File: src/rtl/dac_reg_feeder.sv
// Register-side producer for DAC_Interface: holds PS writes as pending values and publishes them via fresh_bits/read_resps.
// Ungated indices publish 1 edge after the write; gated ones wait for consumer_rdy. wr_ready never deasserts outside reset.
module dac_reg_feeder #(
  parameter int MEM_SIZE      = 12,
  parameter int DATA_WIDTH    = 16,
  parameter int SEED_BASE_ID  = 2,
  parameter int SEED_WORDS    = 4,
  parameter int SEED_VALID_ID = 6,
  parameter int RUN_PWL_ID    = 7
) (
  input  logic                                 clk,
  input  logic                                 rst,
  input  logic                                 wr_valid,
  output logic                                 wr_ready,
  input  logic [$clog2(MEM_SIZE)-1:0]          wr_addr,
  input  logic [DATA_WIDTH-1:0]                wr_data,
  input  logic                                 consumer_rdy,
  output logic [MEM_SIZE-1:0]                  fresh_bits,
  output logic [MEM_SIZE-1:0][DATA_WIDTH-1:0]  read_resps,
  output logic                                 ovr_pulse,
  output logic                                 err_pulse
);

  function automatic logic [MEM_SIZE-1:0] idx_mask(input bit seeds_only);
    logic [MEM_SIZE-1:0] m;
    m = '0;
    for (int i = 0; i < MEM_SIZE; i++) begin
      if (i >= SEED_BASE_ID && i < SEED_BASE_ID + SEED_WORDS) m[i] = 1'b1;
      if (!seeds_only && (i == SEED_VALID_ID || i == RUN_PWL_ID)) m[i] = 1'b1;
    end
    return m;
  endfunction

  localparam logic [MEM_SIZE-1:0] SEED_MASK  = idx_mask(1'b1);
  localparam logic [MEM_SIZE-1:0] GATED_MASK = idx_mask(1'b0);
  localparam logic [MEM_SIZE-1:0] SV_MASK    = MEM_SIZE'(1) << SEED_VALID_ID;

  typedef enum logic {SEED_OPEN = 1'b0, SEED_HOLD = 1'b1} seed_state_e;

  seed_state_e                          state_q, state_d;
  logic                                 wr_ready_q;
  logic                                 ovr_q, ovr_d, err_q, err_d;
  logic [MEM_SIZE-1:0]                  pend_q, pend_d;
  logic [MEM_SIZE-1:0][DATA_WIDTH-1:0]  shadow_q, shadow_d, resp_q, resp_d;
  logic [MEM_SIZE-1:0]                  fresh, rel_v, wr_hit;
  logic                                 wr_acc, wr_in_range, seed_busy;

  assign wr_acc      = wr_valid && wr_ready_q;
  assign wr_in_range = (int'(wr_addr) < MEM_SIZE);
  assign wr_hit      = (wr_acc && wr_in_range) ? (MEM_SIZE'(1) << wr_addr) : '0;

  // The commit index stays hidden while any seed word it covers is still in flight.
  assign fresh     = pend_q & ~((state_q == SEED_HOLD) ? SV_MASK : '0);
  assign rel_v     = (GATED_MASK & fresh & {MEM_SIZE{consumer_rdy}}) | (~GATED_MASK & pend_q);
  assign seed_busy = |((pend_q | wr_hit) & SEED_MASK);

  always_comb begin
    state_d = state_q;
    case (state_q)
      SEED_OPEN: if (seed_busy)  state_d = SEED_HOLD;
      SEED_HOLD: if (!seed_busy) state_d = SEED_OPEN;
      default:                   state_d = SEED_OPEN;
    endcase
  end

  always_comb begin
    shadow_d = shadow_q;
    resp_d   = resp_q;
    // A release publishes the old shadow even if a new write lands on the same edge.
    for (int i = 0; i < MEM_SIZE; i++) begin
      if (rel_v[i])  resp_d[i]   = shadow_q[i];
      if (wr_hit[i]) shadow_d[i] = wr_data;
    end
    pend_d = (pend_q & ~rel_v) | wr_hit;
    ovr_d  = |(wr_hit & pend_q & ~rel_v);
    err_d  = wr_acc && !wr_in_range;
  end

  always_ff @(posedge clk or posedge rst) begin
    if (rst) begin
      state_q    <= SEED_OPEN;
      wr_ready_q <= 1'b0;
      ovr_q      <= 1'b0;
      err_q      <= 1'b0;
      pend_q     <= '0;
      shadow_q   <= '0;
      resp_q     <= '0;
    end else begin
      state_q    <= state_d;
      wr_ready_q <= 1'b1;
      ovr_q      <= ovr_d;
      err_q      <= err_d;
      pend_q     <= pend_d;
      shadow_q   <= shadow_d;
      resp_q     <= resp_d;
    end
  end

  assign wr_ready   = wr_ready_q;
  assign fresh_bits = fresh;
  assign read_resps = resp_q;
  assign ovr_pulse  = ovr_q;
  assign err_pulse  = err_q;

endmodule
File: config.mk
export PLATFORM = sky130hd
export DESIGN_NAME = dac_reg_feeder
export DESIGN_NICKNAME = d
export VERILOG_FILES = /design/src/rtl/dac_reg_feeder.sv
export SDC_FILE = /design/constraint.sdc
export NUM_CORES = 1
export LEC_CHECK = 0
export BUFFER_PORTS_ARGS = -buffer_cell sky130_fd_sc_hd__clkbuf_2
export CORE_ASPECT_RATIO = 0.6
export CORE_MARGIN = 3
export CORE_UTILIZATION = 45
export CTS_CLUSTER_SIZE = 16
export DETAILED_ROUTE_END_ITERATION = 8
export MAX_ROUTING_LAYER = met4
export PLACE_DENSITY = 0.69
export SLEW_MARGIN = 20
export SYNTH_ARGS = -nofsm -noshare
export SYNTH_HDL_FRONTEND = slang
export SYNTH_SLANG_ARGS = --single-unit
File: constraint.sdc
create_clock -name clk -period 14.7 [get_ports clk]
set_input_delay 1.47 -clock clk [delete_from_list [all_inputs] [get_ports clk]]
set_output_delay 1.47 -clock clk [all_outputs]
set_load 0.005 [all_outputs]
Yosys cells after proc, flatten, opt, wreduce, memory -nomap -nowiden
Index checks and enable logic that the tools add are counted.
- input port bits: 24
- output and inout bits: 207
- bits in registers: 400
- word-level logic and storage cells: 50
- reduce and logical (&&, ||, !) cells: 6
- muxes and demuxes: 3
- order comparisons: 1
- bitwise logic cells: 10
- shift operators: 1
- operators with widths (cell ; number):
    bitwise AND 12 bit ; 4
    OR 12 bit ; 2
    bitwise AND 8 x 12 -> 12 bit ; 1
    2-to-1 mux 12 bit ; 1
    inverter 12 bit ; 1
    inverter 7 -> 12 bit ; 1
    OR reduction 12 bit ; 1
    left shift 1 x 4 -> 12 bit (first input constant) ; 1
    2-to-1 mux 7 bit ; 1
    OR 6 bit ; 1
    < comparator 4 bit (second input constant) ; 1
    OR reduction 4 bit ; 1
    logical AND 1 bit ; 3
    logical NOT 1 bit ; 1
    2-to-1 mux 1 bit ; 1

Logic depth before layout (Yosys ltp)
Gate-level depths: netlist (run 1).
- word-level depth: 8
- gate-level depth with buffers: 6
- mapped depth without buffers: 3

Worst setup path before layout (run 1)
No wires, ideal clock.
- path kind: input to register
- from: input wr_addr[3]
- to: register shadow_q[80] (netlist name)
- path buffers: 2
- required time: 14575 ps
- setup time: 125 ps
- setup slack: 11902 ps
- arrival: 2673 ps
- cell stages on the path: 5
- path through: buf_2 nand2b_4 nor3_4 buf_4 mux2_2
- longest elaborated chain between the ends: 3
- elaborated cells between the ends (all ways): 4
- classes of those cells: order compare (1); shift (1); mux (1); reduce/logical (1)
- RTL lines (element ; RTL line ; text):
    start, declared ; 15 ; input logic [$clog2(MEM_SIZE)-1:0] wr_addr,
    < comparator 4 bit ; 49 ; assign wr_in_range = (int'(wr_addr) < MEM_SIZE);
    logical AND 1 bit ; 50 ; assign wr_hit = (wr_acc && wr_in_range) ? (MEM_SIZE'(1) << wr_addr) : '0;
    2-to-1 mux 12 bit * ; 50 ;
    end signal, assigned ; 94 ; shadow_q <= shadow_d;
    end, declared ; 44 ; logic [MEM_SIZE-1:0][DATA_WIDTH-1:0] shadow_q, shadow_d, resp_q, resp_d;
Mark *: on every way between the ends. The rest lies on a longest branch, timed or not.
A chain may end at the register's enable or synchronous reset.

Final worst setup path (run 1)
- from: register pend_q[0]
- to: output fresh_bits[0]
- longest elaborated chain between the ends: 1
- RTL lines (element ; RTL line ; text):
    start, declared ; 43 ; logic [MEM_SIZE-1:0] pend_q, pend_d;
    start signal, assigned ; 93 ; pend_q <= pend_d;
    bitwise AND 12 bit ; 53 ; assign fresh = pend_q & ~((state_q == SEED_HOLD) ? SV_MASK : '0);
    end, declared ; 18 ; output logic [MEM_SIZE-1:0] fresh_bits,
Every way passes these cells.

==> out/metrics.yaml, run 1 <==
grt:
  globalRouteTotalUtil_pct: 20.10
  grt_pass1_wl_mm: 53.63
  overflow: 0
  grt_pass1_vias: 8673
  antenna_found_initial: 3
  grt_max_degree: 190
synthesis:
  synth_compound_area_share_pct: 0.4051
  yosys.area.top_type: "dfrtp_1"
  synth_mux_area_share_pct: 28.77
  synth_edf_count: 0
  synth-adder-area-share_pct: 0
  syn-num-nets: 928
  synth.distinct_cells: 33
  synthTopCellsByArea: "dfrtp_1, mux2_2, buf_4"
  synthTopCellsByCount: "dfrtp_1, mux2_2, clkbuf_1"
  dominantRegCellSynth: "dfrtp_1"
  ys_ff_latch: 400
  synth_top_area_share_pct: 66.14
  synthSimpleGateAreaFrac_pct: 1.811
  syn-cell-area_sq_um: 15130
  synth_most_common_cell: "dfrtp_1"
  syn-mean-instance-area_sq_um: 16.74
  synth_top_family_by_area: "multiplexers"
  seq_area_frac_synth_pct: 66.14
  netlist_instances: 904
  synth_xor_area_share_pct: 0
  ys_async_sr_fraction_pct: 100.0
  ys_warn_count: 0
timing:
  hold_viol: 0
  rsz0062_at_grt: "no"
  fin_crit_ns: 3.158
  finalClockSkew_ns: 0.009934
  slew_viol_final: 0
  max_freq_mhz: 316.6
  fin_crit_sh_pct: 21.48
  setup_violations: 0
  worst_slack_ns: 11.54
  tightest_slew_ns: 1.100
  slew_headroom_pct: 26.59
  fin_setup_tns_ns: 0
final_layout:
  area_delta_synth_final_pct: 17.81
  layout.cells.non_filler: 1591
  final_util_pct: 54.36
  drive_above_1_share_pct: 60.47
  antenna_cells: 0
  layout.nets: 1137
setup_path:
  cp_cell_sequence: "clkbuf_2"
  start_kind: "flop"
  arrival_ns: 1.69
  cp_slowest_cell: "dfrtp_1"
  path_class: "flop to primary output"
  path_buf_inv: 1
  required_ns: 13.23
  slowest_delay_ns: 0.92
  path_delay_family: "flip-flops"
  path_max_fanout: 17
  endpoint_kind: "primary output"
clock_network:
  cts.repair.resized: 0
  ctsLongestPathBuffers: 3
  clock_latency_ns: 0.53
  cts_tree: "yes"
  cts_setup_buffers: 0
  cts_max_level: 2
  cts_buffers: 38
  path_clk_slew_ns: 0.06
  ctsHoldBuffers: 0
  clock-sinks: 400
  root_buffer: "clkbuf_16"
hold_path:
  hold_path_class: "flop to flop"
floorplanning:
  dieArea_sq_um: 35940
  start_util_pct: 46.14
  die_w_um: 242.7
  die_h_um: 148.1
  rows: 51
  fp.coreArea_sq_um: 32800
  io_pins: 231
run:
  cap_viol_max_count: 0
place:
  port_buffers: 230
  placed_cells: 1522
  dp_hpwl_mm: 22.46
  dp_slack_ns: 11.28
  globalplace.congestion: 0.7285
drt:
  drtPass1Iterations: 4
  drtAntennaViolNets: 0
  drt-initial-drc-count: 379
  route.detailed.drc: 0
  routed_wl_mm: 34.57
  wl_per_cell_um: 21.73
  vias: 8188
  via_per_inst: 5.146
power:
  peakVddDrop_uv: 77.44
  power_density_nw_per_um2: 154.1
  p_leak_nw: 9.129
  power_mw: 2.748
status:
  status: "complete, no violations"
## logic make-up after synthesis
kind of cell,after synthesis
multiplexers,387
other,1
AO/OA/AOI/OAI,9
flip-flops,400
buffers and inverters,72
AND/OR/NAND/NOR,35
## per-layer routing
layer,vias to the layer above,global-route usage [%],wire length [um]
met3,29,4.252,1915
met4,0,3.759,306
met5,-,-,0
met1,4391,28.56,16510
met2,186,30.46,15840
li1,3582,-,-
## final cells by class
type,instances,area (sq um)
Fill cell,2712,14970
Multi-Input combinational cell,432,4693
Clock buffer,59,1184
Clock inverter,9,127.6
Timing Repair Buffer,235,1221
Tap cell,450,563.0
Inverter,6,30.03
Sequential cell,400,10010
## through the flow
step,area (sq um),hold WS [ns]
2_1_floorplan,15130,0.4736
3_3_place_gp,16490,0.4817
3_5_place_dp,16490,0.4886
4_1_cts,17800,0.5018
5_1_grt,17830,0.5129
6_report,17830,0.4985
## report_power, final
group | total [mW] | switching, mW | leakage [nW] | internal [mW]
clock | 1.02 | 0.409 | 0.635 | 0.608
combinational | 0.339 | 0.139 | 3.21 | 0.200
sequential | 1.39 | 0.105 | 5.28 | 1.29
total | 2.75 | 0.652 | 9.13 | 2.10
## cell usage in the layout (no fill, tap or decap), types with 5 or more instances in the layout
cell type | netlist | routed
dfrtp_1 | 400 | 400
mux2_2 | 384 | 384
clkbuf_2 | 0 | 230
clkbuf_16 | 0 | 41
clkbuf_1 | 22 | 9
clkbuf_8 | 0 | 9
nand2_1 | 7 | 7
inv_1 | 6 | 5
a21o_1 | 5 | 5
## final timing paths
check,start,cells past startpoint,endpoint,slack [ns]
max in group asynchronous,rst,3,shadow_q[96]$_DFFE_PP0P_,11.94
setup reg to reg,wr_ready$_DFF_PP0_,3,shadow_q[183]$_DFFE_PP0N_,12.59
min in group asynchronous,rst,2,shadow_q[28]$_DFFE_PP0N_,1.12
hold / removal,shadow_q[137]$_DFFE_PP0N_,1,shadow_q[137]$_DFFE_PP0N_,0.50
hold reg to reg,shadow_q[137]$_DFFE_PP0N_,1,shadow_q[137]$_DFFE_PP0N_,0.50
setup / recovery,pend_q[0]$_DFF_PP0_,1,fresh_bits[0],11.54
## registers in the layout, indices dropped and copies added (netlist names)
| signal | cells |
|---|---|
| err_pulse | 1 |
| ovr_pulse | 1 |
| pend_q | 12 |
| read_resps | 192 |
| shadow_q | 192 |
| state_q | 1 |
| wr_ready | 1 |
Power figures use the tool's default switching activity.
==> run 2, diff against run 1 <==
==> constraint.sdc (replaced) <==
create_clock -name clk -period 3 [get_ports clk]
set_input_delay 0.3 -clock clk [delete_from_list [all_inputs] [get_ports clk]]
set_output_delay 0.3 -clock clk [all_outputs]
set_load 0.005 [all_outputs]
==> run 2 against run 1 <==
Clock-buffer cell count is 3 lower. Utilization is 0.11 points lower. Hold slack got worse by 0.32 ns. Critical path depth rose by 2. Global-route usage fell by 0.20 points. First-iteration DRC count down 11%. Non-clock buffer count rose by 11. Sequential power increased to 4.9 times the previous value. Routed wire length shrank 1.4%. Die area unchanged. Register-to-register slack got worse by 12 ns. Largest power group unchanged.
==> out/metrics.yaml, run 2 (synthesis gave the netlist of run 1 again) <==
status:
  status: "complete, no violations"
drt:
  top_layer: "met4"
  dr_wl_met2_mm: 15.44  # -2.5%
  via_per_inst: 5.140  # -0.13%
  wl_met1_mm: 16.59  # +0.51%
  wl_met3_mm: 1.602  # -16%
  wl_per_cell_um: 21.33  # -1.8%
  drtPass1Iterations: 4  # unchanged
  drtAntennaViolNets: 0  # unchanged
  routed_wl_mm: 34.08  # -1.4%
  vias: 8213  # +0.31%
  route.detailed.drc: 0  # unchanged
  drt-initial-drc-count: 336  # -11%
grt:
  grt_max_degree: 121  # -36%
  globalRouteTotalUtil_pct: 19.90  # -0.20 points
  grt_pass1_wl_mm: 53.11  # -0.98%
  overflow: 0  # unchanged
  antenna_found_initial: 0  # -3
  grt_pass1_vias: 8747  # +0.85%
place:
  dp_hpwl_mm: 22.84  # +1.7%
  placed_cells: 1533  # +0.72%
  globalplace.congestion: 0.7552  # +3.7%
  port_buffers: 230  # unchanged
setup_path:
  path_max_fanout: 17  # unchanged
  path_class: "flop to flop"
  slowest_delay_ns: 0.73  # -0.19 ns
  path_depth: 3  # +2
  arrival_ns: 2.37  # +0.68 ns
  endpoint_kind: "flop"
  cp_slowest_cell: "and3_1"
  path_delay_family: "simple AND/OR/NAND/NOR gates"
  start_kind: "flop"
  required_ns: 3.39  # -9.84 ns
  cp_common_cell: "and3_1"
  reg2regPathDepth: 3  # unchanged
  cp_cell_sequence: "and3_1 -> and3_1 -> mux2_2"
  path_buf_inv: 0  # -1
timing:
  fin_crit_ns: 1.985
  slew_viol_final: 0  # unchanged
  finalClockSkew_ns: 0.02399  # +0.01406 ns
  tightest_slew_ns: 0.9200  # -0.1800 ns
  setup_violations: 0  # unchanged
  hold_viol: 0  # unchanged
  max_freq_mhz: 503.8
  slew_headroom_pct: 38.47  # +12 points
  fin_setup_tns_ns: 0  # unchanged
  rsz0062_at_grt: "no"
  whs_ns: 0.1801  # -0.3184 ns
  fin_crit_sh_pct: 66.16
floorplanning:
  die_h_um: 148.1  # unchanged
  rows: 51  # unchanged
  fp.coreArea_sq_um: 32800  # unchanged
  start_util_pct: 46.14  # unchanged
  dieArea_sq_um: 35940  # unchanged
  io_pins: 231  # unchanged
  die_w_um: 242.7  # unchanged
clock_network:
  cts.repair.resized: 0  # unchanged
  cts_tree: "yes"
  clock-sinks: 400  # unchanged
  cts_max_level: 2  # unchanged
  ctsLongestPathBuffers: 3  # unchanged
  root_buffer: "clkbuf_16"
  clock_latency_ns: 0.52  # about the same
  path_clk_slew_ns: 0.06  # about the same
  cts_buffers: 37  # -2.6%
power:
  power.internal_mw: 9.914  # +370%
  pwr-share-seq_pct: 52.1  # +1.4 points
  p_sw_mw: 3.140  # +380%
  p_comb_share_pct: 13.0  # +0.7 points
  power_density_nw_per_um2: 733.7  # +380%
  peakVddDrop_uv: 411.1  # +430%
  pwr-share-clk_pct: 34.9  # -2.1 points
  power_mw: 13.05  # +380%
  swShare_pct: 24.05  # +0.32 points
  p_leak_nw: 9.122  # about the same
final_layout:
  multi_input_area_sq_um: 4693  # unchanged
  ff_latch_area_sq_um: 10010  # unchanged
  layout_common_cells: "dfrtp_1, mux2_2, clkbuf_2"
  area_delta_synth_final_pct: 17.57
  layout.cells.non_filler: 1598  # +0.44%
  layout.nets: 1147  # +0.88%
  final_util_pct: 54.25  # -0.11 points
  drive_above_1_share_pct: 60.38  # -0.089 points
  mostFrequentLayoutCell: "dfrtp_1"
  fillers: 2720  # +0.29%
hold_path:
  hold_path_class: "input port to flop"
  hold_depth: 2  # +1
run:
  cap_viol_max_count: 0  # unchanged
-- run 2: cell count changes in the layout (fill, tap and decap cells not counted), sizes merged --
| cell | before | now |
|---|---|---|
| clkinv | 3 | 4 |
| buf | 5 | 15 |
| diode | 0 | 2 |
| clkinvlp | 3 | 1 |
| clkbuf | 289 | 286 |
| dlygate4sd3 | 0 | 1 |
| bufinv | 3 | 1 |
-- run 2: cell type report --
type	instances	share of cell area [%]
flip-flops and latches	400	56.26
multi-input cells	432	26.38
well taps	450	3.165
repair buffers	246	7.511
diodes	2	0.02813
clock inverters	6	0.3305
clock buffers	56	6.181
inverters	6	0.1477
-- run 2: metrics by stage --
stage	cell area (sq um)	worst slack, ns
after floorplan	15140	-2.686
after global placement	16620	0.9311
after detailed placement	16620	0.9009
after CTS	17790	0.9454
after global routing	17790	0.8948
final	17790	1.015
-- run 2: final timing paths --
kind                                                 from                           to  slack [ns]
worst max-delay path                   wr_ready$_DFF_PP0_     shadow_q[97]$_DFFE_PP0P_        1.02
worst min-delay path                           wr_addr[3]          err_pulse$_DFF_PP0_        0.18
worst max register to register         wr_ready$_DFF_PP0_     shadow_q[97]$_DFFE_PP0P_        1.02
worst min register to register  shadow_q[104]$_DFFE_PP0P_  read_resps[104]$_DFFE_PP0P_        0.49
max in group asynchronous                             rst     shadow_q[61]$_DFFE_PP0P_        1.57
min in group asynchronous                             rst   read_resps[13]$_DFFE_PP0P_        0.37
-- run 2: power groups by stage --
stage / Clock (mW) / Combinational (mW) / Sequential [mW]
detailed placement: 0 / 1.72 / 6.91
floorplan: 0 / 0.992 / 6.80
global placement: 0 / 1.67 / 6.87
finish: 4.56 / 1.69 / 6.81
global route: 4.92 / 1.87 / 6.92
CTS: 4.70 / 1.73 / 6.81
-- run 2: metal layers --
layer  global-route usage [%]  vias up
met1                    28.37     4420
li1                         -     3593
met2                    30.02      163
met3                    4.126       37
met5                        -        -
met4                    3.938        0
-- run 2: timing repair --
item / in CTS / in global routing
endpoints found under the setup margin: 0 / 0
endpoints found under the hold margin: 18 / 0
buffers inserted: 0 / 0
hold buffers: 1 / 0
